**config.mk**
```make
export PLATFORM = sky130hd
export DESIGN_NAME = sram_host_ctrl
export DESIGN_NICKNAME = d
export VERILOG_FILES = /design/src/rtl/sram_host_ctrl.sv
export SDC_FILE = /design/constraint.sdc
export NUM_CORES = 1
export LEC_CHECK = 0
export CAP_MARGIN = 5
export CORE_MARGIN = 2
export CORE_UTILIZATION = 40
export CTS_BUF_LIST = sky130_fd_sc_hd__clkbuf_4
export DETAILED_ROUTE_END_ITERATION = 16
export HOLD_SLACK_MARGIN = 0.1
export MAX_ROUTING_LAYER = met4
export PLACE_DENSITY = 0.66
export SETUP_SLACK_MARGIN = 0.4
export SLEW_MARGIN = 5
export SYNTH_ARGS = -nofsm -noshare
export SYNTH_HDL_FRONTEND = slang
export SYNTH_SLANG_ARGS = --single-unit
```
**constraint.sdc**
```tcl
create_clock -name clk -period 3.6 [get_ports clk]
set_input_delay 0.54 -clock clk [delete_from_list [all_inputs] [get_ports clk]]
set_output_delay 0.54 -clock clk [all_outputs]
set_load 0.1 [all_outputs]
```
**src/rtl/sram_host_ctrl.sv**
```systemverilog
// sram_host_ctrl: host-side controller for a serially loaded SRAM row array.
// Accepts one read or write request at a time. A write is shifted MSB-first
// into the SRAM SIPO and then committed with sram_w_en. A read asserts
// sram_r_en until sram_data_valid arrives or RD_TIMEOUT cycles elapse. Every
// request finishes with a one-cycle resp_valid pulse. All outputs are registered.
// Ports:
//   clk, arst                 clock, asynchronous active-high reset
//   req_valid/req_ready       host request handshake
//   req_we/req_addr/req_wdata request payload
//   resp_valid/resp_we/resp_err/resp_rdata  completion report
//   sram_serial_in/sram_shift/sram_w_en/sram_r_en/sram_addr  SRAM control
//   sram_data_valid/sram_data_out                            SRAM read return
module sram_host_ctrl #(
   parameter int unsigned ROWS       = 4,
   parameter int unsigned COLS       = 8,
   parameter int unsigned RD_TIMEOUT = 4
) (
   input  logic                                   clk,
   input  logic                                   arst,
   input  logic                                   req_valid,
   output logic                                   req_ready,
   input  logic                                   req_we,
   input  logic [((ROWS > 1) ? $clog2(ROWS) : 1)-1:0] req_addr,
   input  logic [COLS-1:0]                        req_wdata,
   output logic                                   resp_valid,
   output logic                                   resp_we,
   output logic                                   resp_err,
   output logic [COLS-1:0]                        resp_rdata,
   output logic                                   sram_serial_in,
   output logic                                   sram_shift,
   output logic                                   sram_w_en,
   output logic                                   sram_r_en,
   output logic [((ROWS > 1) ? $clog2(ROWS) : 1)-1:0] sram_addr,
   input  logic                                   sram_data_valid,
   input  logic [COLS-1:0]                        sram_data_out
);

   localparam int unsigned AW  = (ROWS > 1) ? $clog2(ROWS) : 1;
   localparam int unsigned AW1 = AW + 1;
   localparam int unsigned CW  = $clog2(COLS + 1);
   localparam int unsigned TW  = (RD_TIMEOUT > 1) ? $clog2(RD_TIMEOUT + 1) : 1;

   typedef enum logic [2:0] {
      IDLE  = 3'd0,
      SHIFT = 3'd1,
      LOAD  = 3'd2,
      READ  = 3'd3,
      RESP  = 3'd4
   } state_t;

   state_t          state, state_n;
   logic [CW-1:0]   cnt, cnt_n;
   logic [TW-1:0]   tcnt, tcnt_n;
   logic            we_l, we_l_n;
   logic [COLS-1:0] sreg, sreg_n;

   logic            req_ready_n, resp_valid_n, resp_we_n, resp_err_n;
   logic [COLS-1:0] resp_rdata_n;
   logic            sram_serial_in_n, sram_shift_n, sram_w_en_n, sram_r_en_n;
   logic [AW-1:0]   sram_addr_n;

   logic            accept;
   logic            bad_addr;

   assign accept   = (state == IDLE) && req_valid && req_ready;
   assign bad_addr = {1'b0, req_addr} >= AW1'(ROWS);

   // State, datapath and registered outputs
   always_ff @(posedge clk or posedge arst) begin
      if (arst) begin
         state          <= IDLE;
         cnt            <= '0;
         tcnt           <= '0;
         we_l           <= 1'b0;
         sreg           <= '0;
         req_ready      <= 1'b0;
         resp_valid     <= 1'b0;
         resp_we        <= 1'b0;
         resp_err       <= 1'b0;
         resp_rdata     <= '0;
         sram_serial_in <= 1'b0;
         sram_shift     <= 1'b0;
         sram_w_en      <= 1'b0;
         sram_r_en      <= 1'b0;
         sram_addr      <= '0;
      end else begin
         state          <= state_n;
         cnt            <= cnt_n;
         tcnt           <= tcnt_n;
         we_l           <= we_l_n;
         sreg           <= sreg_n;
         req_ready      <= req_ready_n;
         resp_valid     <= resp_valid_n;
         resp_we        <= resp_we_n;
         resp_err       <= resp_err_n;
         resp_rdata     <= resp_rdata_n;
         sram_serial_in <= sram_serial_in_n;
         sram_shift     <= sram_shift_n;
         sram_w_en      <= sram_w_en_n;
         sram_r_en      <= sram_r_en_n;
         sram_addr      <= sram_addr_n;
      end
   end

   // Next state and next output values; outputs describe the next cycle
   always_comb begin
      state_n          = state;
      cnt_n            = cnt;
      tcnt_n           = tcnt;
      we_l_n           = we_l;
      sreg_n           = sreg;
      req_ready_n      = 1'b0;
      resp_valid_n     = 1'b0;
      resp_we_n        = 1'b0;
      resp_err_n       = 1'b0;
      resp_rdata_n     = '0;
      sram_serial_in_n = 1'b0;
      sram_shift_n     = 1'b0;
      sram_w_en_n      = 1'b0;
      sram_r_en_n      = 1'b0;
      sram_addr_n      = sram_addr;

      case (state)
         IDLE: begin
            if (accept) begin
               we_l_n = req_we;
               sreg_n = req_wdata;
               if (bad_addr) begin
                  // No SRAM activity; sram_addr keeps its previous value
                  state_n      = RESP;
                  resp_valid_n = 1'b1;
                  resp_we_n    = req_we;
                  resp_err_n   = 1'b1;
               end else if (req_we) begin
                  // First serial bit goes out with the first shift; keep the rest
                  state_n          = SHIFT;
                  cnt_n            = '0;
                  sram_shift_n     = 1'b1;
                  sram_serial_in_n = req_wdata[COLS-1];
                  sreg_n           = req_wdata << 1;
                  sram_addr_n      = req_addr;
               end else begin
                  state_n     = READ;
                  tcnt_n      = '0;
                  sram_r_en_n = 1'b1;
                  sram_addr_n = req_addr;
               end
            end else begin
               req_ready_n = 1'b1;
            end
         end

         SHIFT: begin
            if (cnt == CW'(COLS - 1)) begin
               state_n     = LOAD;
               sram_w_en_n = 1'b1;
            end else begin
               cnt_n            = cnt + CW'(1);
               sram_shift_n     = 1'b1;
               sram_serial_in_n = sreg[COLS-1];
               sreg_n           = sreg << 1;
            end
         end

         LOAD: begin
            state_n      = RESP;
            resp_valid_n = 1'b1;
            resp_we_n    = we_l;
         end

         READ: begin
            if (sram_data_valid) begin
               state_n      = RESP;
               resp_valid_n = 1'b1;
               resp_rdata_n = sram_data_out;
            end else if (tcnt == TW'(RD_TIMEOUT - 1)) begin
               state_n      = RESP;
               resp_valid_n = 1'b1;
               resp_err_n   = 1'b1;
            end else begin
               tcnt_n      = tcnt + TW'(1);
               sram_r_en_n = 1'b1;
            end
         end

         RESP: begin
            state_n     = IDLE;
            req_ready_n = 1'b1;
         end

         default: begin
            state_n = IDLE;
         end
      endcase
   end

endmodule
```
# After elaboration in Yosys (flattened, before gate mapping)
# Cells that the tools add are included.
# Widths: inputs -> output; s select.
[totals] reg_bits=37 inputBits=23 wordCells=85 out_inout_bits=18
[op_classes] muxes=44 addsub=2 n_reduce_logical=10 eq_ne=14
[ops] operator="$mux 8" n=5
[ops] operator="$mux 3" n=8
[ops] operator="$mux 1" n=18
[ops] operator="$pmux 8 s2" n=1
[ops] operator="$ne 2x2->1 const B" n=7
[ops] operator="$mux 4" n=3
[ops] operator="$pmux 3 s4" n=1
[ops] operator="$pmux 1 s2" n=5
[ops] operator="$eq 3x2->1 const B" n=3
[ops] operator="$pmux 4 s2" n=1
[ops] operator="$pmux 3 s2" n=1
[ops] operator="$reduce_and 3->1" n=2
[ops] operator="$reduce_and 5->1" n=1
[ops] operator="$add 4x1->4 const B" n=1
[ops] operator="$eq 4x3->1 const B" n=1
[ops] operator="$reduce_and 4->1" n=1
[ops] operator="$reduce_bool 2->1" n=2
[ops] operator="$add 3x1->3 const B" n=1
[ops] operator="$eq 3x1->1 const B" n=1
[ops] operator="$eq 3x3->1 const B" n=1
[ops] operator="$logic_not 3->1" n=1
[ops] operator="$ne 3x3->1 const B" n=1
[ops] operator="$logic_and 1x1->1" n=2
[ops] operator="$mux 2" n=1
[ops] operator="$reduce_and 2->1" n=1

# Longest topological paths before layout
# Gate-level depths: netlist of run 1.
[depth] ltp_word=5 mapped_depth=5 depth_no_buf=5

# Worst setup path before layout of run 1
# Ideal clock, no wire load.
[synth_path] path_type="reg2reg" startpoint="reg req_ready" endpoint="reg sreg[0]" required_time_ps=3475 setup_ps=125 arrival_ps=2136 path_buffers=0 path_stages_with_launch=4 period_less_slack_ps=2260 path_slack_ps=1340 path_cell_list="dfrtp_1 > a2111oi_2 > a2111oi_4 > mux2_2"
[synth_via] elab_chain_len=3
[synth_rtl] item="start: declaration" line_no="21" source="output logic req_ready,"
[synth_rtl] item="start signal: assignment" line_no="92" source="req_ready <= req_ready_n;"
[synth_rtl] item="$logic_and 1x1->1" line_no="65" source="assign accept = (state == IDLE) && req_valid && req_ready;"
[synth_rtl] item="$ne 2x2->1 (no line)"
[synth_rtl] item="$reduce_and 3->1 (no line)"
[synth_rtl] item="end signal: assignment" line_no="91" source="sreg <= sreg_n;"
[synth_rtl] item="end: declaration" line_no="55" source="logic [COLS-1:0] sreg, sreg_n;"
# No other way between the ends.
# A chain may end at the register's enable or synchronous reset.

# Worst setup path in the final report of run 1
[layout_path] startpoint="reg req_ready" endpoint="out req_ready"
# No word-level cell between the ends.

==> results.sh, run 1 <==
export IMPL_postCtsHoldBufs=0
export IMPL_cts_resized=0
export IMPL_viasPerCell=5.27
export IMPL_antenna_found_initial=0
export IMPL_drive_gt1_share_pct=16.7
export IMPL_setup_tns_ps=0
export IMPL_grt_usage_pct=15.6
export IMPL_route_vias_total=1244
export IMPL_hold_class="reg -> reg"
export IMPL_reg2regPathDepth=4
export IMPL_initialDrtViolationCount=28
export IMPL_ir_worst_vdd_v=0.000818
export IMPL_period_minus_slack_ps=2440
export IMPL_clkPwrFrac_pct=12.4
export IMPL_p_int_w=0.00102
export IMPL_grt_overflow=0
export IMPL_clock_latency_ps=340
export IMPL_worstSetupPathDepth=1
export IMPL_port_buffers=40
export IMPL_synth_area_mm2=0.00174
export IMPL_synth_edf_count=0
export IMPL_post_drt_wl_per_cell_um=14.2
export IMPL_regToRegSetupSlack_ps=1490
export IMPL_worstSetupPathType="reg -> out"
export IMPL_seq_area_frac_synth_pct=53.3
export IMPL_p_sw_w=0.000823
export IMPL_clk_path_buf_depth=2
export IMPL_syn_area_per_cell_um2=12.1
export IMPL_drt_wl_total_um=3350
export IMPL_p_comb_share_pct=50.1
export IMPL_grt_pass1_vias=1266
export IMPL_start_util_pct=42.5
export IMPL_drv_cap=0
export IMPL_n_fill_cell=345
export IMPL_cp_arrival_ps=1900
export IMPL_antenna_cells=0
export IMPL_std_cell_rows=23
export IMPL_die_h_um=69.9
export IMPL_syn2layout_area_growth_pct=28.7
export IMPL_hold_ws_ps=503
export IMPL_drc_errors=0
export IMPL_cts_sinks=37
export IMPL_cp_required_ps=3060
export IMPL_timing_final_max_slew_violations=0
export IMPL_min_path_cells=1
export IMPL_start_kind="flip-flop"
export IMPL_detail_route_antenna_nets=0
export IMPL_final_nets=211
export IMPL_path_cells="clkdlybuf4s50_1"
export IMPL_clk_pin_slew_worst_paths_ps=100
export IMPL_synthArstFlopShare_pct=100
export IMPL_layout_worst_path_cycle_share_pct=67.9
export IMPL_ys_flop_type="dfrtp_1"
export IMPL_power_density_mw_per_mm2=825
export IMPL_seqPwrFrac_pct=37.6
export IMPL_worst_slew_pin_transition_ps=983
export IMPL_syn_num_nets=169
export IMPL_synthDistinctLibCells=38
export IMPL_p_leak_nw=0.998
export IMPL_syn_inst=143
export IMPL_yosysWarnings=0
export IMPL_seq_area_um2=926
export IMPL_cts_setup_buffers=0
export IMPL_hold_viol=0
export IMPL_synth_seq_cells=37
export IMPL_globalplace_congestion=0.771
export IMPL_cp_num_buf_inv=1
export IMPL_crit_path_end_kind="output port"
export IMPL_crit_family="buffers and inverters"
export IMPL_status="complete, no violations"
export IMPL_cts_tree="built"
export IMPL_numCtsBuffers=5
export IMPL_fmax_mhz=409
export IMPL_ctsHtreeMaxLevel=2
export IMPL_swShare_pct=44.6
export IMPL_worstPathMaxFanout=4
export IMPL_setup_viol=0
export IMPL_cp_slowest_cell="clkdlybuf4s50_1"
export IMPL_pin_count=41
export IMPL_rsz0062_at_grt="false"
export IMPL_cts_root_buf="clkbuf_4"
export IMPL_fp_dieW_um=69.9
export IMPL_hpwl_um=2460
export IMPL_slowest_delay_ps=1160
export IMPL_die_area_mm2=0.00488
export IMPL_multi_input_area_um2=748
export IMPL_grt_pass1_wl_um=5780
export IMPL_first_pass_iters=4
export IMPL_grt_max_degree=38
export IMPL_fin_skew_ps=14.7
export IMPL_slew_headroom_pct=33.9
export IMPL_coreArea_mm2=0.00409
## power groups by stage
stage / registers (W) / clock network (W) / logic [W]
floorplan: 0.000937 / 0 / 0.000486
global placement: 0.000693 / 0 / 0.000902
detailed placement: 0.000703 / 0 / 0.000932
finish: 0.000693 / 0.000228 / 0.000923
CTS: 0.000694 / 0.000240 / 0.000934
global route: 0.000717 / 0.000258 / 0.000988
## cell families after synthesis
| kind of cell | count (synthesis) | synth area share, % |
|---|---|---|
| AND/OR/NAND/NOR | 43 | 14.6 |
| flip-flops | 37 | 53.3 |
| multiplexers | 25 | 15.6 |
| AO/OA/AOI/OAI | 20 | 10.2 |
| buffers and inverters | 14 | 3.60 |
| adder cells (fa/ha/maj) | 3 | 2.16 |
| XOR/XNOR | 1 | 0.504 |
## worst paths after layout
path / startpoint / to
max in group asynchronous: arst / cnt[0]
min: sreg[7] / sram_serial_in
min in group asynchronous: arst / state[0]
min reg2reg: sreg[7] / sram_serial_in
max reg2reg: cnt[0] / sreg[3]
max: req_ready / req_ready
## synth_stat cells, types with 2 or more instances
cell | count | share of area, %
mux2_2 | 17 | 11
nor2_1 | 7 | 1.5
ha_1 | 3 | 2.2
a32o_1 | 2 | 1.2
nor3_1 | 2 | 0.58
nand3_1 | 2 | 0.58
buf_4 | 2 | 0.86
nand2_1 | 7 | 1.5
nand2b_1 | 3 | 1.1
and2_1 | 8 | 2.9
mux2i_1 | 8 | 4.6
dfrtp_1 | 37 | 53
a31o_2 | 2 | 1.0
nor4_1 | 3 | 1.1
inv_1 | 8 | 1.7
o21ai_0 | 5 | 1.4
nor3b_1 | 5 | 2.2
buf_2 | 2 | 0.58
## sequential cells by signal (all words and copies together), names as in the netlist, 2 cells and up
| register | flops |
|---|---|
| state | 3 |
| resp_rdata | 8 |
| sreg | 8 |
| sram_addr | 2 |
| tcnt | 3 |
| cnt | 4 |
## metal layers
layer | vias to the layer above | routed length (um) | part of all wire (%) | global-route usage (%)
met5 | - | 0 | 0 | -
met4 | 0 | 60 | 1.8 | 6.41
met3 | 7 | 198 | 5.9 | 5.48
met2 | 41 | 1660 | 49 | 23.9
met1 | 605 | 1440 | 43 | 18.8
li1 | 591 | - | - | -
## cell usage in the layout, fill, tap and decap left out, types with 2 or more instances in the layout
cell type         n
nor3b_1           5
nor4_1            3
mux2i_1           8
mux2_2           17
ha_1              3
o21ai_0           5
nor3_1            2
nor2_1            7
inv_1             8
nand2b_1          3
and2_1            8
a32o_1            2
dfrtp_1          37
a31o_2            2
clkdlybuf4s50_1  40
nand2_1           7
nand3_1           2
clkbuf_4          8
## layout make-up
cell class	instances	share of cell area (%)
clock buffers	8	2.69
inverters	8	1.34
multi-input cells	92	33.5
flip-flops and latches	37	41.4
repair buffers	41	18.3
well taps	50	2.80
## stage by stage
stage	area, um^2	std cells	total power [W]	util, %	setup slack [ps]
CTS	2230	236	0.00187	54.7	1140
detailed placement	2170	228	0.00164	53.2	1080
global placement	2170	228	0.00159	53.2	1150
finish	2230	236	0.00184	54.7	1160
global route	2230	236	0.00196	54.7	1080
floorplan	1740	143	0.00142	-	1340
Note: power is estimated with default switching activity, not from simulation.
==> run 2, diff against run 1 <==
- clock period: 3.6 -> 2.5 ns (I/O delays scaled with it)
==> run 2 against run 1 <==
Net effect:
- non-clock buffer count up 4
- combinational power up 47%
- sequential share of layout area down 0.27 points
- die area unchanged
- sequential power up 42%
- first-iteration DRC count rose to 3.5 times the previous value
- critical path type is now reg -> reg
- largest cell class unchanged
- largest power group unchanged
==> results.sh, run 2 (same netlist as run 1, synthesis figures left out) <==
export IMPL_status="complete, no violations"
export IMPL_ctsHtreeMaxLevel=2
export IMPL_timing_final_max_slew_violations=0
export IMPL_crit_path_end_kind="flip-flop"
export IMPL_layout_worst_path_cycle_share_pct=79.9
export IMPL_hpwl_um=2590
export IMPL_regToRegSetupSlack_ps=500
export IMPL_drive_gt1_share_pct=27.9
export IMPL_grt_usage_pct=15.5
export IMPL_cp_required_ps=2740
export IMPL_hold_ws_ps=320
export IMPL_setup_tns_ps=0
export IMPL_utilization_pct=55.1
export IMPL_period_minus_slack_ps=2000
export IMPL_grt_pass1_vias=1212
export IMPL_first_pass_iters=4
export IMPL_postCtsHoldBufs=0
export IMPL_die_h_um=69.9
export IMPL_numCtsBuffers=5
export IMPL_layout_commonest_cell="dfrtp_1"
export IMPL_layout_setup_ws_ps=503
export IMPL_cts_root_buf="clkbuf_4"
export IMPL_drt_wl_total_um=3420
export IMPL_detail_route_antenna_nets=0
export IMPL_globalplace_congestion=0.781
export IMPL_fin_skew_ps=10.9
export IMPL_worstPathMaxFanout=5
export IMPL_worst_slew_pin_transition_ps=652
export IMPL_grt_overflow=0
export IMPL_grt_max_degree=27
export IMPL_start_util_pct=42.5
export IMPL_pre_cts_slack_ps=466
export IMPL_std_cell_rows=23
export IMPL_worstSetupPathType="reg -> reg"
export IMPL_slew_headroom_pct=56.4
export IMPL_clock_latency_ps=350
export IMPL_die_area_mm2=0.00488
export IMPL_clk_pin_slew_worst_paths_ps=110
export IMPL_cts_setup_buffers=0
export IMPL_antenna_found_initial=0
export IMPL_ir_worst_vdd_v=0.000729
export IMPL_cts_sinks=37
export IMPL_reg2regPathDepth=5
export IMPL_rsz0062_at_grt="false"
export IMPL_start_kind="flip-flop"
export IMPL_antenna_cells=0
export IMPL_hold_viol=0
export IMPL_post_drt_wl_per_cell_um=14.3
export IMPL_fmax_mhz=501
export IMPL_initialDrtViolationCount=97
export IMPL_route_vias_total=1239
export IMPL_hold_class="in -> async"
export IMPL_port_buffers=40
export IMPL_cts_tree="built"
export IMPL_viasPerCell=5.16
export IMPL_setup_viol=0
export IMPL_drc_errors=0
export IMPL_clk_path_buf_depth=2
export IMPL_fp_dieW_um=69.9
export IMPL_cp_arrival_ps=2230
export IMPL_p_leak_nw=1.06
export IMPL_syn2layout_area_growth_pct=29.7
export IMPL_r2r_end="tcnt[0]"
export IMPL_pin_count=41
export IMPL_final_nets=215
export IMPL_power_density_mw_per_mm2=1230
export IMPL_largest_registers="resp_rdata (8), sreg (8), cnt (4)"
export IMPL_worstReg2RegStart="tcnt[0]"
export IMPL_drv_cap=0
export IMPL_grt_pass1_wl_um=5740
export IMPL_cts_resized=0
export IMPL_final_cell_mix="dfrtp_1, clkdlybuf4s50_1, buf_4"
export IMPL_coreArea_mm2=0.00409
export IMPL_power_total_w=0.00276
run 2: cell types whose count changed in the layout (fill, tap and decap cells not counted), sizes merged:
cell,change
buf,+22
clkbuf,-2
clkinv,+1
clkdlybuf4s50,-18
bufinv,+1
run 2: where the power goes:
part           switching [W]  total [W]  internal, W
Combinational       0.000831    0.00136     0.000531
Sequential          0.000180   0.000986     0.000806
Clock               0.000194   0.000413     0.000219
Total                0.00121    0.00276      0.00156
run 2: how the worst max path moves through the flow:
stage,end,cells after the start,startpoint
after floorplan,sreg[0],3,req_ready
after global placement,sram_addr[0],5,req_valid
after detailed placement,sreg[5],5,req_valid
after CTS,sreg[1],3,state[0]
after global routing,sreg[1],3,state[1]
final,tcnt[0],5,tcnt[0]
run 2: per-layer routing:
layer | share of wire (%) | global-route usage (%) | up-vias
li1 | - | - | 604
met1 | 44 | 19.4 | 594
met2 | 48 | 23.0 | 32
met3 | 6.1 | 4.76 | 9
met4 | 2.2 | 7.69 | 0
met5 | 0 | - | -
run 2: stage by stage:
step / cell area, um^2 / std cells
2_1_floorplan: 1740 / 143
3_3_place_gp: 2170 / 232
3_5_place_dp: 2170 / 232
4_1_cts: 2250 / 240
5_1_grt: 2250 / 240
6_report: 2250 / 240
run 2: area by class of cell:
class                   count  area (um^2)
inverters                   8         30.0
repair buffers             45          405
clock inverters             2         33.8
clock buffers               6         45.0
multi-input cells          92          748
well taps                  50         62.6
fillers                   356         1830
flip-flops and latches     37          927
run 2: worst max-delay path, stage by stage, from the launching register on:
cell and delay (ps):
dfrtp_1 450, ha_1 240, ha_1 220, nor3b_1 330, mux2_2 380, a221o_1 280
==> run 3, diff against run 2 <==
- PLACE_DENSITY: 0.66 -> 0.69
- clock period: 2.5 -> 1.7 ns (I/O delays scaled with it)
==> run 3 against run 2 <==
Net effect:
- setup slack got worse by 570 ps
- maximum frequency grew 13%
- utilization increased by 20 points
- first-iteration DRC count increased by 23%
- sequential share of layout area decreased by 11 points
- via count rose by 18%
- critical path depth unchanged
- clock skew increased by 9.9 ps
- sequential cell count stayed put
- the run now ends with setup timing left
- design area increased by 36%
- worst hold slack worse by 120 ps
==> results.sh, run 3 (same netlist as run 1, synthesis figures left out) <==
export IMPL_status="finished, violations left"
export IMPL_violations="setup timing"
export IMPL_hold_class="in -> async"
export IMPL_antenna_found_initial=0
export IMPL_reg2regPathDepth=5
export IMPL_pin_count=41
export IMPL_largest_registers="resp_rdata (8), sreg (8), cnt (4)"
export IMPL_fin_area_mm2=0.00306
export IMPL_route_vias_total=1458
export IMPL_regToRegSetupSlack_ps=-60
export IMPL_n_fill_cell=255
export IMPL_p_leak_nw=1.40
export IMPL_timing_final_max_slew_violations=0
export IMPL_detail_route_antenna_nets=0
export IMPL_antenna_cells=0
export IMPL_place_inst=254
export IMPL_cts_tree="built"
export IMPL_fin_skew_ps=20.8
export IMPL_first_pass_iters=4
export IMPL_dpl_cell_area_mm2=0.00262
export IMPL_setup_viol=6
export IMPL_top_usage_layer="met2"
export IMPL_layout_setup_ws_ps=-64.5
export IMPL_cp_required_ps=1950
export IMPL_numCtsBuffers=5
export IMPL_grt_usage_pct=19.1
export IMPL_fmax_mhz=567
export IMPL_drc_errors=0
export IMPL_start_util_pct=42.5
export IMPL_clk_path_buf_depth=2
export IMPL_ctsHtreeMaxLevel=2
export IMPL_pre_cts_slack_ps=-309
export IMPL_grtUsageMet2_pct=30.2
export IMPL_post_drt_wl_per_cell_um=17.2
export IMPL_power_density_mw_per_mm2=1840
export IMPL_grt_max_degree=24
export IMPL_cp_arrival_ps=2020
export IMPL_final_cell_mix="dfrtp_1, buf_4, clkdlybuf4s50_1"
export IMPL_drt_wl_total_um=4840
export IMPL_die_h_um=69.9
export IMPL_die_area_mm2=0.00488
export IMPL_std_cell_rows=23
export IMPL_viasPerCell=5.19
export IMPL_drv_cap=0
export IMPL_ir_worst_vdd_v=0.00149
export IMPL_start_kind="flip-flop"
export IMPL_hpwl_um=2960
export IMPL_layout_worst_path_cycle_share_pct=104
export IMPL_port_buffers=40
export IMPL_syn2layout_area_growth_pct=75.9
export IMPL_final_nets=256
export IMPL_grt_pass1_vias=1612
export IMPL_rsz0062_at_grt="true"
export IMPL_clock_latency_ps=370
export IMPL_hold_viol=0
export IMPL_r2r_end="sreg[3]"
export IMPL_utilization_pct=74.8
export IMPL_period_minus_slack_ps=1760
export IMPL_slew_headroom_pct=71.6
export IMPL_cts_sinks=37
export IMPL_globalplace_congestion=0.803
export IMPL_grt_pass1_wl_um=7160
export IMPL_worstPathMaxFanout=8
export IMPL_coreArea_mm2=0.00409
export IMPL_grtUsageMet1_pct=21.7
export IMPL_post_layout_nonfiller_instances=281
export IMPL_drive_gt1_share_pct=52.4
export IMPL_crit_path_end_kind="flip-flop"
export IMPL_grt_overflow=0
export IMPL_met3_usage_pct=5.34
export IMPL_initialDrtViolationCount=119
export IMPL_fp_dieW_um=69.9
export IMPL_worst_slew_pin_transition_ps=424
export IMPL_cts_root_buf="clkbuf_4"
export IMPL_worstReg2RegStart="cnt[0]"
export IMPL_layout_commonest_cell="dfrtp_1"
export IMPL_clk_pin_slew_worst_paths_ps=120
export IMPL_worstSetupPathType="reg -> reg"
export IMPL_hold_ws_ps=205
[run 3: cell types whose count changed in the layout (fill, tap and decap cells not counted), moves of 3 or more]
cell / delta
buf_6: +11
mux2_4: +5
mux2_2: -5
nand2_1: -4
nor3b_1: -4
ha_1: -3
buf_4: +9
o21ai_2: +4
o21ai_0: -5
nor3b_4: +3
buf_12: +17
[run 3: power breakdown]
| group | switching (W) | leakage [nW] | internal [W] |
|---|---|---|---|
| Combinational | 0.00176 | 0.884 | 0.00179 |
| Sequential | 0.000239 | 0.469 | 0.00120 |
| Clock | 0.000296 | 0.0433 | 0.000322 |
[run 3: what timing repair did]
item	CTS	global route
cloned	0	2
buffers inserted	9	8
endpoints found under the setup margin	33	34
hold buffers	0	0
resized for setup	32	20
pin swaps	17	11
[run 3: layer usage]
metal	share of wire [%]	vias up
li1	-	685
met1	39	710
met2	52	45
met3	5.6	18
met4	3.0	0
met5	0	-
[run 3: through the flow]
stage	power, W	setup TNS, ps
after floorplan	0.00314	-1010
after global placement	0.00406	-2260
after detailed placement	0.00418	-2440
after CTS	0.00517	-262
after global routing	0.00588	-735
final	0.00561	-278
[run 3: worst max-delay path by stage]
stage | end | slack [ps] | startpoint
floorplan | sreg[0] | -160 | cnt[0]
global placement | sreg[3] | -280 | req_valid
detailed placement | sreg[2] | -310 | req_valid
CTS | sreg[7] | -60 | cnt[0]
global route | sreg[3] | -110 | cnt[0]
finish | sreg[3] | -60 | cnt[0]
[run 3: area by class of cell]
class | count | area (um^2) | share of cell area (%)
clock inverters | 2 | 33.8 | 1.11
repair buffers | 85 | 992 | 32.5
well taps | 50 | 62.6 | 2.05
multi-input cells | 93 | 960 | 31.4
flip-flops and latches | 37 | 932 | 30.5
clock buffers | 6 | 45.0 | 1.47
inverters | 8 | 30.0 | 0.983
[run 3: worst max-delay path, cell delays in order, from the launching register on]
cell	delay (ps)
dfrtp_1	410
ha_2	190
and3b_2	230
a2111oi_4	300
buf_6	190
mux2_2	330
